==> src/rtl/nn_spi_pkg.sv <==
// Shared definitions for the neural-network SPI master: width defaults,
// frame length helper, R/W encoding, FSM state type and register map.
package nn_spi_pkg;

   localparam int SPI_ADDR_WIDTH_DEF = 7;
   localparam int SPI_DATA_WIDTH_DEF = 32;
   localparam int CLK_DIV_DEF        = 2;
   localparam int NUM_NEURONS        = 4;

   localparam logic RW_WRITE = 1'b0;
   localparam logic RW_READ  = 1'b1;

   localparam logic [6:0] ADDR_NN_RESET   = 7'h00;
   localparam logic [6:0] ADDR_SPIKES_IN  = 7'h01;
   localparam logic [6:0] ADDR_SPIKES_OUT = 7'h02;

   typedef enum logic [2:0] {
      IDLE,
      SETUP,
      SHIFT,
      HOLD,
      GAP
   } nn_spi_state_e;

   // Total serial bits in one frame: R/W flag, address, data.
   function automatic int frame_bits(input int addr_w, input int data_w);
      return 1 + addr_w + data_w;
   endfunction

endpackage

==> src/rtl/nn_spi_clkgen.sv <==
// Half-period divider for the SPI clock. While enabled it walks through
// alternating high/low half-periods of CLK_DIV clk cycles each, starting
// with a high half. Strobes mark the last clk cycle of each half:
//   fall_stb_o / sample_stb_o : last cycle of a high half (sclk about to fall)
//   rise_stb_o                : last cycle of a low half  (sclk about to rise)
// Disabling returns the divider to the start of a high half.
module nn_spi_clkgen
#(
   parameter int CLK_DIV = 2
) (
   input  logic clk,
   input  logic rst_n,
   input  logic en_i,
   output logic rise_stb_o,
   output logic fall_stb_o,
   output logic sample_stb_o
);

   localparam int               DIV_W    = $clog2(CLK_DIV + 1);
   localparam logic [DIV_W-1:0] DIV_LAST = DIV_W'(CLK_DIV - 1);

   logic [DIV_W-1:0] cnt_q;
   logic             hi_q;
   logic             half_end;

   assign half_end     = en_i && (cnt_q == DIV_LAST);
   assign fall_stb_o   = half_end && hi_q;
   assign sample_stb_o = half_end && hi_q;
   assign rise_stb_o   = half_end && !hi_q;

   // Count clk cycles within the current half and flip phase at its end.
   always_ff @(posedge clk or negedge rst_n) begin
      if (!rst_n) begin
         cnt_q <= '0;
         hi_q  <= 1'b1;
      end else if (!en_i) begin
         cnt_q <= '0;
         hi_q  <= 1'b1;
      end else if (cnt_q == DIV_LAST) begin
         cnt_q <= '0;
         hi_q  <= !hi_q;
      end else begin
         cnt_q <= cnt_q + 1'b1;
      end
   end

endmodule

==> src/rtl/nn_spi_master.sv <==
// SPI master (mode 0) for the neural-network register peripheral.
// One command per frame: {rw, addr, data} shifted MSB first under ss_n.
// Reads capture miso during the data bits and return them on rsp_valid.
// Optional build macro NN_SPI_MASTER_STATS_EN adds txn_count/rd_count.
//
// Handshake: cmd_valid/cmd_ready is a plain valid/ready pair; a command is
// taken on the clk edge where both are high. cmd_ready is high only in IDLE,
// so all cmd_* inputs are ignored while a frame is in flight.
module nn_spi_master
   import nn_spi_pkg::*;
#(
   parameter int SPI_ADDR_WIDTH = SPI_ADDR_WIDTH_DEF,
   parameter int SPI_DATA_WIDTH = SPI_DATA_WIDTH_DEF,
   parameter int CLK_DIV        = CLK_DIV_DEF
) (
   input  logic                      clk,
   input  logic                      rst_n,
   input  logic                      cmd_valid,
   output logic                      cmd_ready,
   input  logic                      cmd_rw,
   input  logic [SPI_ADDR_WIDTH-1:0] cmd_addr,
   input  logic [SPI_DATA_WIDTH-1:0] cmd_wdata,
   output logic                      rsp_valid,
   output logic [SPI_DATA_WIDTH-1:0] rsp_rdata,
   output logic                      busy,
   output logic                      sclk,
   output logic                      ss_n,
   output logic                      mosi,
   input  logic                      miso,
`ifdef NN_SPI_MASTER_STATS_EN
   output logic [15:0]               txn_count,
   output logic [15:0]               rd_count,
`endif
   output nn_spi_state_e             dbg_state
);

   localparam int               FRAME_BITS = frame_bits(SPI_ADDR_WIDTH, SPI_DATA_WIDTH);
   localparam int               BIT_W      = $clog2(FRAME_BITS + 1);
   localparam int               DIV_W      = $clog2(CLK_DIV + 1);
   localparam logic [DIV_W-1:0] DIV_LAST   = DIV_W'(CLK_DIV - 1);
   localparam logic [BIT_W-1:0] BITS_DONE  = BIT_W'(FRAME_BITS);
   localparam logic [BIT_W-1:0] DATA_START = BIT_W'(SPI_ADDR_WIDTH + 1);

   nn_spi_state_e             state_q;
   logic [FRAME_BITS-1:0]     tx_q;
   logic [SPI_DATA_WIDTH-1:0] rx_q;
   logic [SPI_DATA_WIDTH-1:0] rsp_rdata_q;
   logic [SPI_DATA_WIDTH-1:0] rsp_rdata_d;
   logic [BIT_W-1:0]          bit_cnt_q;
   logic [DIV_W-1:0]          wait_q;
   logic                      rw_q;
   logic                      ss_n_q;
   logic                      sclk_q;
   logic                      busy_q;
   logic                      rsp_valid_q;
   logic                      rx_bit;
   logic                      rise_stb;
   logic                      fall_stb;
   logic                      sample_stb;

   nn_spi_clkgen #(
      .CLK_DIV (CLK_DIV)
   ) u_clkgen (
      .clk          (clk),
      .rst_n        (rst_n),
      .en_i         (state_q == SHIFT),
      .rise_stb_o   (rise_stb),
      .fall_stb_o   (fall_stb),
      .sample_stb_o (sample_stb)
   );

   assign cmd_ready = (state_q == IDLE);
   assign busy      = busy_q;
   assign sclk      = sclk_q;
   assign ss_n      = ss_n_q;
   assign mosi      = tx_q[FRAME_BITS-1];
   assign rsp_valid = rsp_valid_q;
   assign rsp_rdata = rsp_rdata_q;
   assign dbg_state = state_q;

   // Write frames force the captured bit to 0 so a floating miso never leaks in.
   always_comb begin
      rx_bit      = (rw_q == RW_READ) && miso;
      rsp_rdata_d = (rw_q == RW_READ) ? rx_q : '0;
   end

   // Frame sequencer: IDLE -> SETUP -> SHIFT -> HOLD -> GAP -> IDLE.
   always_ff @(posedge clk or negedge rst_n) begin
      if (!rst_n) begin
         state_q     <= IDLE;
         tx_q        <= '0;
         rx_q        <= '0;
         rsp_rdata_q <= '0;
         bit_cnt_q   <= '0;
         wait_q      <= '0;
         rw_q        <= RW_WRITE;
         ss_n_q      <= 1'b1;
         sclk_q      <= 1'b0;
         busy_q      <= 1'b0;
         rsp_valid_q <= 1'b0;
      end else begin
         rsp_valid_q <= 1'b0;
         case (state_q)
            IDLE: begin
               if (cmd_valid) begin
                  tx_q      <= {cmd_rw, cmd_addr, (cmd_rw == RW_READ) ? '0 : cmd_wdata};
                  rw_q      <= cmd_rw;
                  rx_q      <= '0;
                  bit_cnt_q <= '0;
                  wait_q    <= '0;
                  ss_n_q    <= 1'b0;
                  busy_q    <= 1'b1;
                  state_q   <= SETUP;
               end
            end
            SETUP: begin
               if (wait_q == DIV_LAST) begin
                  wait_q  <= '0;
                  sclk_q  <= 1'b1;
                  state_q <= SHIFT;
               end else begin
                  wait_q <= wait_q + 1'b1;
               end
            end
            SHIFT: begin
               // bit_cnt_q is the index of the bit on the wire until it falls.
               if (sample_stb && (bit_cnt_q >= DATA_START)) begin
                  rx_q <= {rx_q[SPI_DATA_WIDTH-2:0], rx_bit};
               end
               if (fall_stb) begin
                  sclk_q    <= 1'b0;
                  tx_q      <= {tx_q[FRAME_BITS-2:0], 1'b0};
                  bit_cnt_q <= bit_cnt_q + 1'b1;
               end
               if (rise_stb) begin
                  if (bit_cnt_q == BITS_DONE) begin
                     state_q <= HOLD;
                  end else begin
                     sclk_q <= 1'b1;
                  end
               end
            end
            HOLD: begin
               if (wait_q == DIV_LAST) begin
                  wait_q      <= '0;
                  ss_n_q      <= 1'b1;
                  rsp_valid_q <= 1'b1;
                  rsp_rdata_q <= rsp_rdata_d;
                  state_q     <= GAP;
               end else begin
                  wait_q <= wait_q + 1'b1;
               end
            end
            GAP: begin
               if (wait_q == DIV_LAST) begin
                  wait_q  <= '0;
                  busy_q  <= 1'b0;
                  state_q <= IDLE;
               end else begin
                  wait_q <= wait_q + 1'b1;
               end
            end
            default: begin
               state_q <= IDLE;
            end
         endcase
      end
   end

`ifdef NN_SPI_MASTER_STATS_EN
   logic [15:0] txn_q;
   logic [15:0] rd_q;

   assign txn_count = txn_q;
   assign rd_count  = rd_q;

   // Count completed frames (all, and reads only); both wrap naturally.
   always_ff @(posedge clk or negedge rst_n) begin
      if (!rst_n) begin
         txn_q <= '0;
         rd_q  <= '0;
      end else if (rsp_valid_q) begin
         txn_q <= txn_q + 16'd1;
         if (rw_q == RW_READ) begin
            rd_q <= rd_q + 16'd1;
         end
      end
   end
`endif

endmodule
==> config.mk <==
export PLATFORM = sky130hd
export DESIGN_NAME = nn_spi_master
export DESIGN_NICKNAME = d
export VERILOG_FILES = /design/src/rtl/nn_spi_pkg.sv /design/src/rtl/nn_spi_clkgen.sv /design/src/rtl/nn_spi_master.sv
export SDC_FILE = /design/constraint.sdc
export NUM_CORES = 1
export LEC_CHECK = 0
export BUFFER_PORTS_ARGS = -buffer_cell sky130_fd_sc_hd__buf_2
export CAP_MARGIN = 20
export CORE_ASPECT_RATIO = 1.25
export CORE_MARGIN = 3
export CORE_UTILIZATION = 55
export DETAILED_ROUTE_END_ITERATION = 6
export MAX_ROUTING_LAYER = met4
export PLACE_DENSITY = 0.77
export SETUP_SLACK_MARGIN = 0.05
export SYNTH_ARGS = -nofsm -noshare
export SYNTH_HDL_FRONTEND = slang
export SYNTH_SLANG_ARGS = --single-unit
==> constraint.sdc <==
create_clock -name clk -period 2.1 [get_ports clk]
set_clock_uncertainty 0.05 [all_clocks]
set_input_delay 0.21 -clock clk [delete_from_list [all_inputs] [get_ports clk]]
set_output_delay 0.21 -clock clk [all_outputs]
set_load 0.01 [all_outputs]
## Word-level counts from Yosys, hierarchy flattened

Cells that the tools add are included.

- Register bits: 123
- Word-level logic and storage cells: 92

- Add/subtract/negate cells: 3
- Magnitude comparators: 1
- Equal/unequal tests: 16
- Multiplexer cells: 37
- Reduce and logical (&&, ||, !) cells: 22

Operators with widths:

| cell | number |
|---|---|
| 32-bit 2-to-1 mux | 4 |
| 40-bit 2-to-1 mux | 2 |
| 40-bit case mux with 2 select lines | 1 |
| 32-bit case mux with 2 select lines | 1 |
| 3-bit 2-to-1 mux | 6 |
| 2-bit inequality test (second input constant) | 9 |
| 3-bit case mux with 5 select lines | 1 |
| 6-bit 2-to-1 mux | 2 |
| 6-bit case mux with 2 select lines | 1 |
| 3-bit AND reduction | 4 |
| 1-bit 2-to-1 mux | 11 |
| 2-bit nonzero test | 5 |
| 2-bit 2-to-1 mux | 4 |
| 2-bit AND reduction | 4 |
| 6-bit by 1-bit adder with 6-bit output (second input constant) | 1 |
| 3-bit by 2-bit equality test with 1-bit output (second input constant) | 2 |
| 6-bit equality test (second input constant) | 1 |
| 6-bit by 4-bit >= comparator with 1-bit output (second input constant) | 1 |
| 1-bit case mux with 2 select lines | 3 |
| 6-bit AND reduction | 1 |
| 1-bit logical AND | 5 |
| 2-bit by 1-bit adder with 2-bit output (second input constant) | 2 |
| 2-bit by 1-bit equality test with 1-bit output (second input constant) | 2 |
| 2-bit case mux with 2 select lines | 1 |
| 5 further kinds | 5 |

## Longest topological paths before layout

- Depth after elaboration: 7
- Depth in mapped cells: 6
- Mapped depth without buffers: 5

## By module

A second synthesis with hierarchy kept.

- Cells, all modules: 526
- Area, all modules: 5,698.0 um^2

By module, submodules not included:

| module | times used | cells an instance | area each (um^2) |
|---|---|---|---|
| nn_spi_master | 1 | 515 | 5,554.1 |
| nn_spi_clkgen | 1 | 11 | 143.9 |

## Worst setup path before layout

Ideal clock, no wire load.

- Path type: reg-to-reg
- Start point: register state_q[2] (netlist: dbg_state[2])
- End point: register tx_q[32]
- Library setup time: 125 ps
- Arrival time: 1,803 ps
- Data required time: 1,925 ps
- Path slack: 122 ps
- Stages on the path, launching flop included: 7
- Path buffers: 3
- Clock period less this slack: 1,978 ps
- Cell sequence: dfrtp_1 -> buf_2 -> or4b_1 -> clkbuf_1 -> o21ai_2 -> buf_4 -> mux2_2

- Word-level cells in the longest chain between the ends: 5

RTL lines:

| what | line | source |
|---|---|---|
| from (decl) | nn_spi_master.sv:44 | `nn_spi_state_e state_q;` |
| from (signal assigned) | nn_spi_master.sv:90 | `state_q <= IDLE;` |
| from (signal assigned) | nn_spi_master.sv:113 | `state_q <= SETUP;` |
| from (signal assigned) | nn_spi_master.sv:120 | `state_q <= SHIFT;` |
| 3-bit by 2-bit equality test with 1-bit output | nn_spi_master.sv:66, nn_spi_master.sv:103 |  |
| 1-bit logical AND | nn_spi_clkgen.sv:26 | `assign half_end = en_i && (cnt_q == DIV_LAST);` |
| 1-bit logical AND | nn_spi_clkgen.sv:27 | `assign fall_stb_o = half_end && hi_q;` |
| 2-bit inequality test (no source line) | -- |  |
| 3-bit AND reduction (no source line) | -- |  |
| to (signal assigned) | nn_spi_master.sv:106 | `tx_q <= {cmd_rw, cmd_addr, (cmd_rw == RW_READ) ? '0 : cmd_wdata};` |
| to (signal assigned) | nn_spi_master.sv:132 | `tx_q <= {tx_q[FRAME_BITS-2:0], 1'b0};` |
| to (decl) | nn_spi_master.sv:45 | `logic [FRAME_BITS-1:0] tx_q;` |

Several ways; a longest one is shown, not always the timed one.
A chain may end at the register's enable or synchronous reset.

## Worst setup path in the final report

- Start point: register state_q[2] (netlist: dbg_state[2])
- End point: register rx_q[19]

- Word-level cells in the longest chain between the ends: 6

RTL lines:

| what | line | source |
|---|---|---|
| 3-bit by 2-bit equality test with 1-bit output | nn_spi_master.sv:66, nn_spi_master.sv:103 |  |
| 1-bit logical AND | nn_spi_clkgen.sv:26 |  |
| 1-bit logical AND | nn_spi_clkgen.sv:28 | `assign sample_stb_o = half_end && hi_q;` |
| 1-bit logical AND | nn_spi_master.sv:127 | `if (sample_stb && (bit_cnt_q >= DATA_START)) begin` |
| 2-bit inequality test (no source line) | -- |  |
| 3-bit AND reduction (no source line) | -- |  |
| to (signal assigned) | nn_spi_master.sv:128 | `rx_q <= {rx_q[SPI_DATA_WIDTH-2:0], rx_bit};` |
| to (decl) | nn_spi_master.sv:46 | `logic [SPI_DATA_WIDTH-1:0] rx_q;` |

Several ways; a longest one is shown, not always the timed one.

==> results.sh <==
export IMPL_rr_worst_depth=5
export IMPL_ys_seq_area_frac=0.512
export IMPL_setup_violations=0
export IMPL_rsz0062_at_grt="false"
export IMPL_synth_cell_area_um2=6020
export IMPL_die_w_um=99.6
export IMPL_drc=0
export IMPL_cp_arrival_ps=2220
export IMPL_min_delay_path_depth=3
export IMPL_reg2reg_from="dbg_state[2]"
export IMPL_initial_core_util=0.567
export IMPL_grt_first_pass_wirelength_um=20300
export IMPL_setup_tns_ps=0
export IMPL_cts_clk_slew_worst_paths_ps=60
export IMPL_dp_cells=751
export IMPL_vias=4173
export IMPL_cts_root_buf="clkbuf_16"
export IMPL_synth_edf_count=0
export IMPL_via_per_inst=5.32
export IMPL_ir_worst_vdd_mv=0.883
export IMPL_hold_path_class="input pin to flip-flop"
export IMPL_maxCapViolations=0
export IMPL_max_slew_margin_rel=0.630
export IMPL_tritoncts="built"
export IMPL_post_drt_wl_per_cell_um=14.9
export IMPL_cp_max_fo=32
export IMPL_io_pins=85
export IMPL_design_area_um2=7280
export IMPL_period_share=0.924
export IMPL_clock_sinks=123
export IMPL_numCtsBuffers=17
export IMPL_cp_required_ps=2380
export IMPL_drive_gt1_frac=0.268
export IMPL_grt_pass1_vias=4326
export IMPL_design_die_area_um2=12200
export IMPL_die_h_um=123
export IMPL_drt_first_pass_iters=5
export IMPL_power_mw=9.04
export IMPL_track_usage=0.216
export IMPL_htree_levels=4
export IMPL_min_to="rx_q[0]"
export IMPL_status="finished, final reports clean"
export IMPL_rows=42
export IMPL_synth_cell_types=45
export IMPL_clk_latency_ps=410
export IMPL_power_density_nw_per_um2=1240
export IMPL_fmax_mhz=515
export IMPL_cts_setup_buffers=0
export IMPL_areaGrowthSynthToFinish_pct=21.0
export IMPL_syn_nets=601
export IMPL_leakagePower_nw=3.36
export IMPL_layout_nets=685
export IMPL_overflow=0
export IMPL_start_kind="flip-flop"
export IMPL_worstMarginPinSlew_ps=555
export IMPL_port_buffers=84
export IMPL_avgSynthCellArea_um2=10.8
export IMPL_fin_cells=784
export IMPL_ys_ff_latch=123
export IMPL_ys_warn_count=0
export IMPL_gp_congestion=0.782
export IMPL_hold_viol=0
export IMPL_min_from="miso"
export IMPL_drt_wl_total_um=11700
export IMPL_synthArstFlopShare=1.00
export IMPL_antenna_cells=0
export IMPL_antenna_found_initial=0
export IMPL_drtIter0Drc=212
export IMPL_crit_type="flip-flop to flip-flop"
export IMPL_period_minus_slack_ps=1940
export IMPL_end_kind="flip-flop"
export IMPL_post_dp_cell_area_um2=6610
export IMPL_grt_start_max_net_pins=50
export IMPL_drv_slew=0
export IMPL_place_hpwl_um=7600
export IMPL_syn_inst=555
export IMPL_synth_ff_type="dfrtp_1"
export IMPL_reg2reg_slack_ps=160
export IMPL_hold_ws_ps=43.7
export IMPL_ant_nets=0
export IMPL_cts_path_max_buffers=2
export IMPL_r2r_end="rx_q[19]"
export IMPL_fp_coreArea_um2=10600
==> worst max-delay path by stage <==
stage,start,endpoint,slack [ps],cells past startpoint
CTS,dbg_state[2],rx_q[19],130,5
global route,dbg_state[2],rx_q[26],60,5
floorplan,dbg_state[2],tx_q[32],120,6
global placement,dbg_state[1],tx_q[33],220,4
finish,dbg_state[2],rx_q[19],160,5
detailed placement,dbg_state[1],tx_q[1],160,4
==> worst max-delay path, stage by stage, from the launching register on <==
cell and delay [ps]:
dfrtp_1 420, or3b_4 420, buf_4 210, nor3_4 220, buf_12 270, mux2i_1 250
==> layer usage <==
layer / vias to the layer above / GRT usage / share of wire
li1: 2003 / - / -
met1: 2056 / 0.266 / 0.43
met2: 103 / 0.347 / 0.52
met3: 11 / 0.0474 / 0.041
met4: 0 / 0.0931 / 0.013
met5: - / - / 0
==> final cells by class <==
cell class	instances	area, um2
clock inverter	12	219
sequential	123	3080
clock buffer	20	447
tap	132	165
multi-input combinational	343	2560
fill	801	3330
timing repair buffer	100	608
inverter	54	203
==> cells in the final DEF (no fill, tap or decap), drive strengths merged, types with 2 or more instances in the layout <==
master	count
inv	54
nand2	102
clkinv	4
mux2	37
nand2b	19
nor3	3
clkbuf	20
xnor2	2
o31ai	4
bufinv	6
a21oi	3
buf	99
nor2	6
dfrtp	121
clkinvlp	2
o32ai	2
nor2b	21
o21ai	5
nor3b	2
dfstp	2
nand3b	3
o311ai	2
ha	2
nand3	4
mux2i	108
==> report_power, final <==
group | internal (mW) | switching [mW] | total, mW
sequential | 2.82 | 0.239 | 3.06
combinational | 1.24 | 1.46 | 2.70
clock | 2.25 | 1.03 | 3.28
==> Yosys cell counts, types with 4 or more instances <==
cell type  number  area [um2]
nand2_1       102         383
clkbuf_1       18        67.6
nor2b_1        21         131
nor2_1          6        22.5
nand2b_1       19         119
buf_6           4        45.0
nand3_1         4        20.0
o31ai_1         4        30.0
inv_1          54         203
dfrtp_1       121        3030
buf_4           7        52.6
o21ai_0         4        20.0
mux2_2         37         417
mux2i_1       108        1080
buf_2           6        30.0
==> flip-flops by register name, indices dropped and copies added, names as in the netlist, 2 cells and up <==
name,flops
rx_q,32
bit_cnt_q,6
rsp_rdata,32
dbg_state,3
u_clkgen.cnt_q,2
tx_q,40
wait_q,2
==> logic make-up after synthesis <==
| kind of cell | after synthesis | synth area share |
|---|---|---|
| multiplexers | 145 | 0.249 |
| buffers and inverters | 89 | 0.0661 |
| adder cells (fa/ha/maj) | 2 | 0.00416 |
| XOR/XNOR | 3 | 0.00437 |
| flip-flops | 123 | 0.512 |
| AO/OA/AOI/OAI | 27 | 0.0328 |
| AND/OR/NAND/NOR | 166 | 0.132 |
==> through the flow <==
| step | util | setup WS (ps) |
|---|---|---|
| after global placement | 0.623 | 216 |
| after floorplan | - | 122 |
| after CTS | 0.686 | 133 |
| after global routing | 0.686 | 58.4 |
| final | 0.686 | 159 |
| after detailed placement | 0.623 | 165 |
==> what timing repair did <==
item,CTS,global route
gates resized for setup,0,0
hold buffers,1,0
endpoints found under the hold margin,30,0
No activity file was read; power rests on OpenSTA's default activity.
